[config.mk]
export PLATFORM = sky130hd
export DESIGN_NAME = evtx_gea0_flat
export DESIGN_NICKNAME = d
export VERILOG_FILES = /design/src/rtl/evtx_gea0_pkg.sv /design/src/rtl/evtx_gea0_if.sv /design/src/rtl/evtx_bit_gea0.sv /design/src/rtl/evtx_gea0.sv /design/src/flat_wrapper.sv
export VERILOG_INCLUDE_DIRS = /design/src /design/src/rtl
export SDC_FILE = /design/constraint.sdc
export NUM_CORES = 1
export LEC_CHECK = 0
export ABC_CLOCK_PERIOD_IN_PS = 1590
export CAP_MARGIN = 20
export CORE_AREA = 5 5 42 44
export DETAILED_ROUTE_END_ITERATION = 7
export DIE_AREA = 0 0 47 49
export DONT_BUFFER_PORTS = 1
export PLACE_DENSITY = 0.53
export RECOVER_POWER = 25
export SYNTH_ARGS = -nofsm -noshare
export SYNTH_HDL_FRONTEND = slang
export SYNTH_HIERARCHICAL = 1
export SYNTH_SLANG_ARGS = --single-unit
[constraint.sdc]
create_clock -name clk -period 1.59 [get_ports clk]
set_input_delay 0.318 -clock clk [delete_from_list [all_inputs] [get_ports clk]]
set_output_delay 0.318 -clock clk [all_outputs]
set_load 0.005 [all_outputs]
[src/rtl/evtx_defs.vh]
// Reset constants and default parameter values for the evtx event-capture
// family, shared with the register-map wrapper.
`ifndef EVTX_DEFS_VH
`define EVTX_DEFS_VH
`define EVTX_PEND_RST 1'b0
`define EVTX_CNT_RST  0
`define EVTX_SIZE_DEF 2
`define EVTX_CNT_W_DEF 4
`endif

[src/rtl/evtx_gea0_pkg.sv]
// Shared types and constants for the evtx_gea0 event-capture stage.
`include "evtx_defs.vh"

package evtx_gea0_pkg;
   localparam int   SIZE_DEF  = `EVTX_SIZE_DEF;
   localparam int   CNT_W_DEF = `EVTX_CNT_W_DEF;
   localparam logic PEND_RST  = `EVTX_PEND_RST;
   localparam int   CNT_RST   = `EVTX_CNT_RST;

   // Per-line capture state held by each bit slice.
   typedef struct packed {
      logic ev;
      logic pend;
      logic ovf;
   } bit_st_t;

   localparam bit_st_t BIT_ST_RST = '{ev: 1'b0, pend: PEND_RST, ovf: PEND_RST};
endpackage

[src/rtl/evtx_gea0_if.sv]
// Event/status bundle between the register-map side and the capture stage.
interface evtx_gea0_if
   import evtx_gea0_pkg::*;
#(
   parameter int SIZE  = SIZE_DEF,
   parameter int CNT_W = CNT_W_DEF
);
   logic [SIZE-1:0]  ev_i;
   logic [SIZE-1:0]  mask_i;
   logic [SIZE-1:0]  clr_i;
   logic [CNT_W-1:0] holdoff_i;
   logic [SIZE-1:0]  pend_o;
   logic [SIZE-1:0]  ovf_o;
   logic [SIZE-1:0]  act_o;
   logic             hold_o;

   modport master (
      output ev_i, mask_i, clr_i, holdoff_i,
      input  pend_o, ovf_o, act_o, hold_o
   );

   modport slave (
      input  ev_i, mask_i, clr_i, holdoff_i,
      output pend_o, ovf_o, act_o, hold_o
   );
endinterface

[src/rtl/evtx_bit_gea0.sv]
// One event line: edge detect, sticky pending and overflow with W1C clear.
module evtx_bit_gea0
   import evtx_gea0_pkg::*;
(
   input  logic clk,
   input  logic rst,
   input  logic ev_i,
   input  logic clr_i,
   output logic pend_o,
   output logic ovf_o
);
   bit_st_t st_q, st_d;
   logic    edge_s;

   assign edge_s = ev_i & ~st_q.ev;

   // A new edge beats a same-cycle clear so no event is ever lost; that edge
   // counts as fresh, not as an overflow.
   always_comb begin
      st_d      = st_q;
      st_d.ev   = ev_i;
      st_d.pend = edge_s | (st_q.pend & ~clr_i);
      st_d.ovf  = (edge_s & st_q.pend & ~clr_i) | (st_q.ovf & ~clr_i);
   end

   always_ff @(posedge clk) begin
      if (rst) st_q <= BIT_ST_RST;
      else     st_q <= st_d;
   end

   assign pend_o = st_q.pend;
   assign ovf_o  = st_q.ovf;
endmodule

[src/rtl/evtx_gea0.sv]
// Event capture stage: SIZE bit slices plus shared post-clear holdoff and
// act_o gating toward the downstream OR-reduction cell.
module evtx_gea0
   import evtx_gea0_pkg::*;
#(
   parameter int SIZE  = SIZE_DEF,
   parameter int CNT_W = CNT_W_DEF
)(
   input  logic        clk,
   input  logic        rst,
   evtx_gea0_if.slave  bus
);
   logic [SIZE-1:0]  pend_s, ovf_s;
   logic [CNT_W-1:0] cnt_q, cnt_d;
   logic             hold_s;

   for (genvar i = 0; i < SIZE; i++) begin : g_bit
      evtx_bit_gea0 u_bit (
         .clk    (clk),
         .rst    (rst),
         .ev_i   (bus.ev_i[i]),
         .clr_i  (bus.clr_i[i]),
         .pend_o (pend_s[i]),
         .ovf_o  (ovf_s[i])
      );
   end

   // Any clear (even of a non-pending bit) reloads the window; never wraps.
   always_comb begin
      cnt_d = cnt_q;
      if (|bus.clr_i)        cnt_d = bus.holdoff_i;
      else if (cnt_q != '0)  cnt_d = cnt_q - 1'b1;
   end

   always_ff @(posedge clk) begin
      if (rst) cnt_q <= CNT_W'(CNT_RST);
      else     cnt_q <= cnt_d;
   end

   assign hold_s      = (cnt_q != '0);
   assign bus.hold_o  = hold_s;
   assign bus.pend_o  = pend_s;
   assign bus.ovf_o   = ovf_s;
   assign bus.act_o   = hold_s ? '0 : (pend_s & bus.mask_i);
endmodule

[src/flat_wrapper.sv]
// flat-port wrapper written by rule: the top's interface ports become plain ports
module evtx_gea0_flat import evtx_gea0_pkg::*;
#(
   parameter int SIZE  = SIZE_DEF,
   parameter int CNT_W = CNT_W_DEF
)
  (clk, rst, bus_ev_i, bus_mask_i, bus_clr_i, bus_holdoff_i, bus_pend_o, bus_ovf_o, bus_act_o, bus_hold_o);
  evtx_gea0_if #(.SIZE(SIZE), .CNT_W(CNT_W)) bus_i ();
  input  logic clk;
  input  logic rst;
  input wire logic [$bits(bus_i.ev_i)-1:0] bus_ev_i;
  input wire logic [$bits(bus_i.mask_i)-1:0] bus_mask_i;
  input wire logic [$bits(bus_i.clr_i)-1:0] bus_clr_i;
  input wire logic [$bits(bus_i.holdoff_i)-1:0] bus_holdoff_i;
  output wire logic [$bits(bus_i.pend_o)-1:0] bus_pend_o;
  output wire logic [$bits(bus_i.ovf_o)-1:0] bus_ovf_o;
  output wire logic [$bits(bus_i.act_o)-1:0] bus_act_o;
  output wire logic [$bits(bus_i.hold_o)-1:0] bus_hold_o;
  assign bus_i.ev_i = bus_ev_i;
  assign bus_i.mask_i = bus_mask_i;
  assign bus_i.clr_i = bus_clr_i;
  assign bus_i.holdoff_i = bus_holdoff_i;
  assign bus_pend_o = bus_i.pend_o;
  assign bus_ovf_o = bus_i.ovf_o;
  assign bus_act_o = bus_i.act_o;
  assign bus_hold_o = bus_i.hold_o;
  evtx_gea0 #(.SIZE(SIZE), .CNT_W(CNT_W)) u_core (.clk(clk), .rst(rst), .bus(bus_i));
endmodule
* Word level (Yosys, flattened, before mapping)
Index checks and enable logic that the tools add are counted.
** Word-level totals
- Register bits :: 10
- Latch bits :: 0
- Memory bits (writable) :: 0
- Memory bits (read-only) :: 0
- Input bits :: 12
- Output and inout bits :: 7
- Logic and storage cells :: 33
- Memories kept :: 0
** Cells by class
- Add/subtract/negate cells :: 1
- $mul :: 0
- Div/mod/pow operators :: 0
- Magnitude comparators :: 0
- Equal/unequal tests :: 0
- Shifts and indexed selects :: 0
- Muxes and demuxes :: 3
- Bitwise operators :: 19
- Reductions and logical operators :: 3
** Operators by type and width (count)
- 1-bit AND :: 10
- 4-bit 2-to-1 mux :: 2
- 1-bit NOT :: 4
- 1-bit OR :: 4
- 4-bit nonzero test :: 1
- 4-bit by 1-bit subtractor with 4-bit output (second input constant) :: 1
- 2-bit AND :: 1
- 2-bit 2-to-1 mux :: 1
- 2-bit nonzero test :: 1
- 2-bit OR reduction :: 1

* Logic depth before layout (Yosys ltp)
Gate-level depths: netlist of run 1.
- Depth after elaboration :: 5
- Depth in mapped cells :: 5

* Cells and area by module
Netlist of run 1, hierarchy kept.
** By module, submodules not included
- evtx_gea0 :: instances 1, cells an instance 27, area an instance 250.2 um^2, seq. area each 80.1 um^2
- evtx_bit_gea0 :: instances 2, cells an instance 10, area an instance 107.6 um^2, seq. area each 60.1 um^2

* Worst setup path before layout of run 1
No wires, ideal clock.
- Kind :: reg2reg
- Start point :: register u_core.cnt_q[0]
- End point :: register u_core.cnt_q[1]
- Library setup time :: 0.075 ns
- Arrival time :: 1.284 ns
- Data required time :: 1.515 ns
- Setup slack :: 0.231 ns
- Stages on the path, launching flop included :: 6
- Path buffers :: 0
- Cell sequence :: dfxtp_1 > inv_1 > ha_1 > nor3b_4 > mux2_2 > o22ai_1
** On the way
- Cells in the longest elaborated chain, start to end :: 3
- Elaborated cells between the ends (all ways) :: 5
- Classes of those cells :: add/sub (1); mux (2); reduce/logical (2)
** Ends and longest elaborated chain
- start: declaration :: RTL line evtx_gea0.sv:14 : logic [CNT_W-1:0] cnt_q, cnt_d;
- start signal: assignment :: RTL line evtx_gea0.sv:36 : if (rst) cnt_q <= CNT_W'(CNT_RST);
- start signal: assignment :: RTL line evtx_gea0.sv:37 : else cnt_q <= cnt_d;
- 4-bit by 1-bit subtractor with 4-bit output :: RTL line evtx_gea0.sv:32 : else if (cnt_q != '0) cnt_d = cnt_q - 1'b1;
- 4-bit 2-to-1 mux :: RTL line evtx_gea0.sv:32
- 4-bit 2-to-1 mux :: RTL line evtx_gea0.sv:31 : if (|bus.clr_i) cnt_d = bus.holdoff_i;
Parallel ways exist; a longest one is shown, timed or not. The select of a mux whose other input is x is not followed.
A chain may end at the register's enable or synchronous reset.

* Final worst setup path of run 1
- Start point :: register u_core.cnt_q[1]
- End point :: output bus_act_o[1]
** On the way
- Cells in the longest elaborated chain, start to end :: 2
** Ends and longest elaborated chain
- 4-bit nonzero test :: RTL line evtx_gea0.sv:40 : assign hold_s = (cnt_q != '0);
- 2-bit 2-to-1 mux :: RTL line evtx_gea0.sv:44 : assign bus.act_o = hold_s ? '0 : (pend_s & bus.mask_i);
- end: declaration :: RTL line flat_wrapper.sv:17 : output wire logic [$bits(bus_i.act_o)-1:0] bus_act_o;
Every way passes these cells.

==> impl_metrics.ini, run 1 <==
[synth]
synthesis.yosys.warnings = 6
synthCells = 47
synth_area_sq_um = 465
ys_top_cells_by_area = dfxtp_1 (43%), nand2b_1 (9.4%), a211oi_2 (5.4%), mux2_2 (4.8%), inv_1 (4.0%)
synth.avg_cell_area_sq_um = 9.90
ys_top_cells_by_count = dfxtp_1 (10), nand2b_1 (7), inv_1 (5)
synth-seq-area-share_pct = 43.0
ys_async_sr_fraction_pct = 0
yosysTopAreaCellShare_pct = 43.0
synthFlopType = dfxtp_1
ys_ff_latch = 10
post-synth-top-count-cell = dfxtp_1
ys_types = 19
synth-edff-count = 0
synth_top_area_cell = dfxtp_1
syn-num-nets = 60

[placed_design]
io_buffers = 0
place_hpwl_um = 723
place_ws_ns = 0.128
dpl_cell_area_sq_um = 493
dp.cells = 64
gp_congestion = 0.625

[route]
drtAntennaViolNets = 0
wire_per_inst_um = 14.0
drc = 0
vias = 368
wirelength_um = 1030
avgViaCountPerCell = 4.97
dr.first_iter.drc_count = 4
firstDrtPassIters = 3

[timing]
setup_viol = 2
finalCriticalPeriod_ns = 1.61
fmax_ghz = 0.622
skew_ns = 0.00111
rsz0062_at_grt = true
finalHoldViolCount = 0
finalCritPeriodShare_pct = 101
tns_ns = -0.0329
max_slew.worst_pin.slew_ns = 0.372
max_slew_margin_pct = 75.1
slew_violations = 0
fin_ws_ns = -0.0188

[pwr]
p_seq_share_pct = 49.1
clockPowerShare_pct = 29.0
p_comb_share_pct = 21.9
p_per_area_mw_per_mm2 = 955
p_sw_mw = 0.142
p_sw_share_pct = 24.7
intPower_mw = 0.434
p_leak_nw = 0.225
ir_worst_vdd_mv = 0.466

[critical_path]
required_ns = 1.27
r2r_slack_ns = 0.10
worstPathMaxFanout = 4
cp-start-kind = flop
ff2ff_path_depth = 6
rr_startpoint = u_core/cnt_q[1]
worst_setup_path_end_kind = output pin
rr_endpoint = u_core/cnt_q[1]
cp.arrival_ns = 1.29
path_class = flop to output pin

[worst_hold_path]
min_path_type = input pin to flop
holdCritStartpoint = bus_clr_i[0]
worstHoldEndpoint = u_core/g_bit[0].u_bit/ovf_o
holdPathStages = 1

[clocking]
cts.sinks = 10
cts_tree = yes
cts_buffers = 3
htree_levels = 1
clockBufferDepth = 2
cts-root-buf = clkbuf_4
insertion_delay_ns = 0.26
clkTransAtPathRegs_ns = 0.06

[finish]
syn2layout_area_growth_pct = 29.6
seq_area_sq_um = 203
finish.instance_area_sq_um = 603
fillers = 161
antenna_cells = 0
drive_gt1_share_pct = 43.1
stdcell_count = 74
multi_input_area_sq_um = 279
nets = 73

[status]
violations = negative setup slack
status = finished with violations

[global_route]
antenna_found_initial = 0
grt_pass1_wl_um = 1690
grt_max_degree = 12
grtUsageTotal_pct = 10.2
grt_pass1_vias = 427
grt_overflow = 0

[die]
die_y_um = 49
num_io_pins = 19
core_area_sq_mm = 0.00140
fp.dieW_um = 47
start_util_pct = 33.2
dieArea_sq_mm = 0.00230
num_rows = 14

[job]
cap_violations = 0
==> state kept, by name, summed over array words and instances, names as in the netlist <==
register	flops
u_core/cnt_q	4
u_core/g_bit.u_bit/ovf_o	2
u_core/g_bit.u_bit/pend_o	2
u_core/g_bit.u_bit/st_q	2
==> final cells by class <==
class | count | share of cell area [%]
Sequential cell | 10 | 33.6
Multi-Input combinational cell | 32 | 46.3
Tap cell | 16 | 3.32
Clock buffer | 3 | 3.73
Timing Repair Buffer | 8 | 9.96
Inverter | 5 | 3.11
==> stage by stage <==
stage / hold slack (ns) / util [%] / power, mW
2_1_floorplan: 0.383 / - / 0.350
3_3_place_gp: 0.383 / 35.2 / 0.369
3_5_place_dp: 0.385 / 35.2 / 0.369
4_1_cts: 0.101 / 40.9 / 0.570
5_1_grt: 0.0950 / 43.0 / 0.610
6_report: 0.113 / 43.0 / 0.576
==> metal layers <==
layer / vias up / part of all wire [%] / global-route usage, %
li1: 187 / - / -
met1: 165 / 40 / 9.96
met2: 14 / 51 / 16.5
met3: 2 / 7.6 / 5.17
met4: 0 / 1.5 / 5.53
met5: - / 0 / 0
==> critical path: stages, from the launching register on <==
cell and delay (ns):
dfxtp_2 0.32, inv_2 0.07, ha_4 0.14, nor3b_4 0.26
and3_4 0.23
==> placed cells by master (no fill, tap or decap), drive strengths merged <==
cell type	count
and3	2
buf	8
a211oi	3
nor3	1
nor3b	1
clkbuf	3
ha	1
or3	1
a21oi	2
nand2	1
nand3b	2
dfxtp	10
nor2b	2
nand2b	7
inv	5
mux2	2
xnor2	2
o32ai	1
o22ai	2
nor2	2
==> logic make-up (layout without fill, tap and decap cells) <==
family	count (synthesis)	after routing	synth area share [%]
AND/OR/NAND/NOR	19	19	28.0
flip-flops	10	10	43.0
AO/OA/AOI/OAI	8	8	13.7
buffers and inverters	5	16	4.03
XOR/XNOR	2	2	3.76
multiplexers	2	2	4.84
adder cells (fa/ha/maj)	1	1	2.69
==> power by group through the flow <==
stage | Combinational (mW) | Clock (mW) | Sequential [mW]
final | 0.126 | 0.167 | 0.282
after global routing | 0.136 | 0.190 | 0.285
after CTS | 0.111 | 0.176 | 0.283
after detailed placement | 0.0821 | 0 | 0.287
after global placement | 0.0823 | 0 | 0.287
after floorplan | 0.0664 | 0 | 0.284
==> what timing repair did <==
| action | in CTS | in global routing |
|---|---|---|
| buffers inserted | 5 | 3 |
| pin swaps | 2 | 3 |
| gates resized for setup | 7 | 3 |
| hold buffers | 0 | 0 |
| setup endpoints to repair | 3 | 3 |
==> worst max path at each step <==
| stage | slack [ns] | endpoint | startpoint |
|---|---|---|---|
| floorplan | 0.23 | u_core/cnt_q[1] | u_core/cnt_q[0] |
| global placement | 0.16 | u_core/cnt_q[1] | u_core/cnt_q[0] |
| detailed placement | 0.13 | u_core/cnt_q[1] | u_core/cnt_q[0] |
| CTS | -0.005 | bus_act_o[0] | u_core/cnt_q[1] |
| global route | -0.08 | bus_act_o[1] | u_core/cnt_q[0] |
| finish | -0.02 | bus_act_o[1] | u_core/cnt_q[1] |
(Power assumes the default switching activity.)
==> inputs of run 2 (changes only) <==
- ABC_CLOCK_PERIOD_IN_PS: 1590 -> 1400
- PLACE_DENSITY: 0.53 -> 0.55
- clock period: 1.59 -> 1.4 ns (I/O delays scaled with it)
==> run 2 against run 1 <==
Net effect:
- the run still ends with negative setup slack left
- sequential power increased by 13%
- register-to-register slack got worse by 0.16 ns
- routed wire length decreased by 10%
- clock skew increased by 0.0049 ns
- die area unchanged
- clock power increased by 9.6%
- setup slack got worse by 0.10 ns
- sequential share of layout area increased by 0.57 points
- largest power group unchanged
- global-route usage decreased by 1.6 points
==> impl_metrics.ini, run 2 (synthesis results as in run 1) <==
[timing]
max_slew.worst_pin.slew_ns = 0.337
fmax_ghz = 0.658
slew_violations = 0
rsz0062_at_grt = true
fin_ws_ns = -0.120
max_slew_margin_pct = 77.5
setup_viol = 3
finalCriticalPeriod_ns = 1.52
skew_ns = 0.00604
finalHoldViolCount = 0
finalCritPeriodShare_pct = 109

[die]
start_util_pct = 33.2
num_rows = 14
num_io_pins = 19
fp.dieW_um = 47
dieArea_sq_mm = 0.00230
die_y_um = 49
core_area_sq_mm = 0.00140

[critical_path]
cp-start-kind = flop
worstPathMaxFanout = 4
crit_path_max_incr_delay_ns = 0.32
path_class = flop to output pin
slowest_stage = dfxtp_2
required_ns = 1.12
cp.arrival_ns = 1.24
worst_setup_path_end_kind = output pin
path_cells = inv_2 -> ha_4 -> nor3b_4 -> and3_4

[route]
dr.first_iter.drc_count = 1
met1_length_um = 356
met3WireLength_um = 93
met2_length_um = 477
vias = 368
top_layer = met3
drtAntennaViolNets = 0
wire_per_inst_um = 12.5
avgViaCountPerCell = 4.97
firstDrtPassIters = 2
drc = 0
wirelength_um = 926

[finish]
stdcell_count = 74
antenna_cells = 0
syn2layout_area_growth_pct = 27.4
nets = 73
largest_reg_flops = 4
largest-register = u_core/cnt_q
drive_gt1_share_pct = 41.4
layout_common_cells = dfxtp_1 (8), buf_4 (8), nand2b_1 (7), clkbuf_4 (3), inv_1 (3)

[global_route]
grt_pass1_vias = 385
grt_overflow = 0
grtUsageTotal_pct = 8.60
grt_pass1_wl_um = 1520
grt_max_degree = 12
antenna_found_initial = 0

[pwr]
ir_worst_vdd_mv = 0.614
p_leak_nw = 0.220
p_per_area_mw_per_mm2 = 1070
p_total_mw = 0.637

[clocking]
hold_buffers = 0
cts_buffers = 3
clkTransAtPathRegs_ns = 0.06
cts_tree = yes
insertion_delay_ns = 0.25
clockBufferDepth = 2
htree_levels = 1
cts.sinks = 10
cts-root-buf = clkbuf_4

[placed_design]
gp_congestion = 0.637
place_hpwl_um = 690
dp.cells = 67
io_buffers = 0

[job]
cap_violations = 0

[worst_hold_path]
min_path_type = input pin to flop

[status]
status = finished with violations
violations = negative setup slack
run 2: where the power goes:
| group | switching [mW] | total [mW] | internal [mW] | leakage (nW) |
|---|---|---|---|---|
| clock | 0.0847 | 0.183 | 0.0986 | 0.0138 |
| combinational | 0.0486 | 0.133 | 0.0845 | 0.123 |
| sequential | 0.0161 | 0.320 | 0.304 | 0.0833 |
run 2: metrics by stage:
step                      setup TNS [ns]  hold WS [ns]  utilization [%]  area, sq um  worst slack (ns)
final                             -0.296        0.0793             42.3          593            -0.120
after detailed placement         -0.0193         0.346             36.8          515           -0.0193
after floorplan                        0         0.345                -          465            0.0413
after global placement                 0         0.346             36.8          515            0.0111
after CTS                         -0.306        0.0764             40.9          573            -0.130
after global routing              -0.725        0.0649             42.3          593            -0.218
run 2: area by class of cell:
cell class	count	area, sq um
Fill cell	149	808
Timing Repair Buffer	8	60.1
Multi-Input combinational cell	32	269
Inverter	5	18.8
Sequential cell	10	203
Tap cell	16	20.0
Clock buffer	3	22.5
run 2: layer usage:
metal | track usage (%) | vias up
met1 | 9.05 | 168
li1 | - | 185
met3 | 3.69 | 0
met4 | 4.15 | 0
met5 | 0 | -
met2 | 14.0 | 15
run 2: path summary, 6_finish.rpt:
path | depth (start not counted) | slack (ns) | endpoint | startpoint
max | 4 | -0.12 | bus_act_o[0] | u_core/cnt_q[0]
min | 1 | 0.08 | u_core/g_bit[0].u_bit/ovf_o | bus_clr_i[0]
max reg2reg | 6 | -0.06 | u_core/cnt_q[1] | u_core/cnt_q[0]
min reg2reg | 2 | 0.48 | u_core/g_bit[0].u_bit/ovf_o | u_core/g_bit[0].u_bit/ovf_o
run 2: repair_timing:
item	in CTS	in global routing
setup endpoints to repair	4	5
setup buffers	2	2
pin swaps	2	2
gates cloned	0	0
gates resized for setup	7	1
run 2: worst max-delay path: cells and delay by family (launching register included):
family | cells | cell delay (ns)
adders and majority gates | 1 | 0.14
buffers and inverters | 1 | 0.07
DFF | 1 | 0.32
and+or+nand+nor | 2 | 0.46
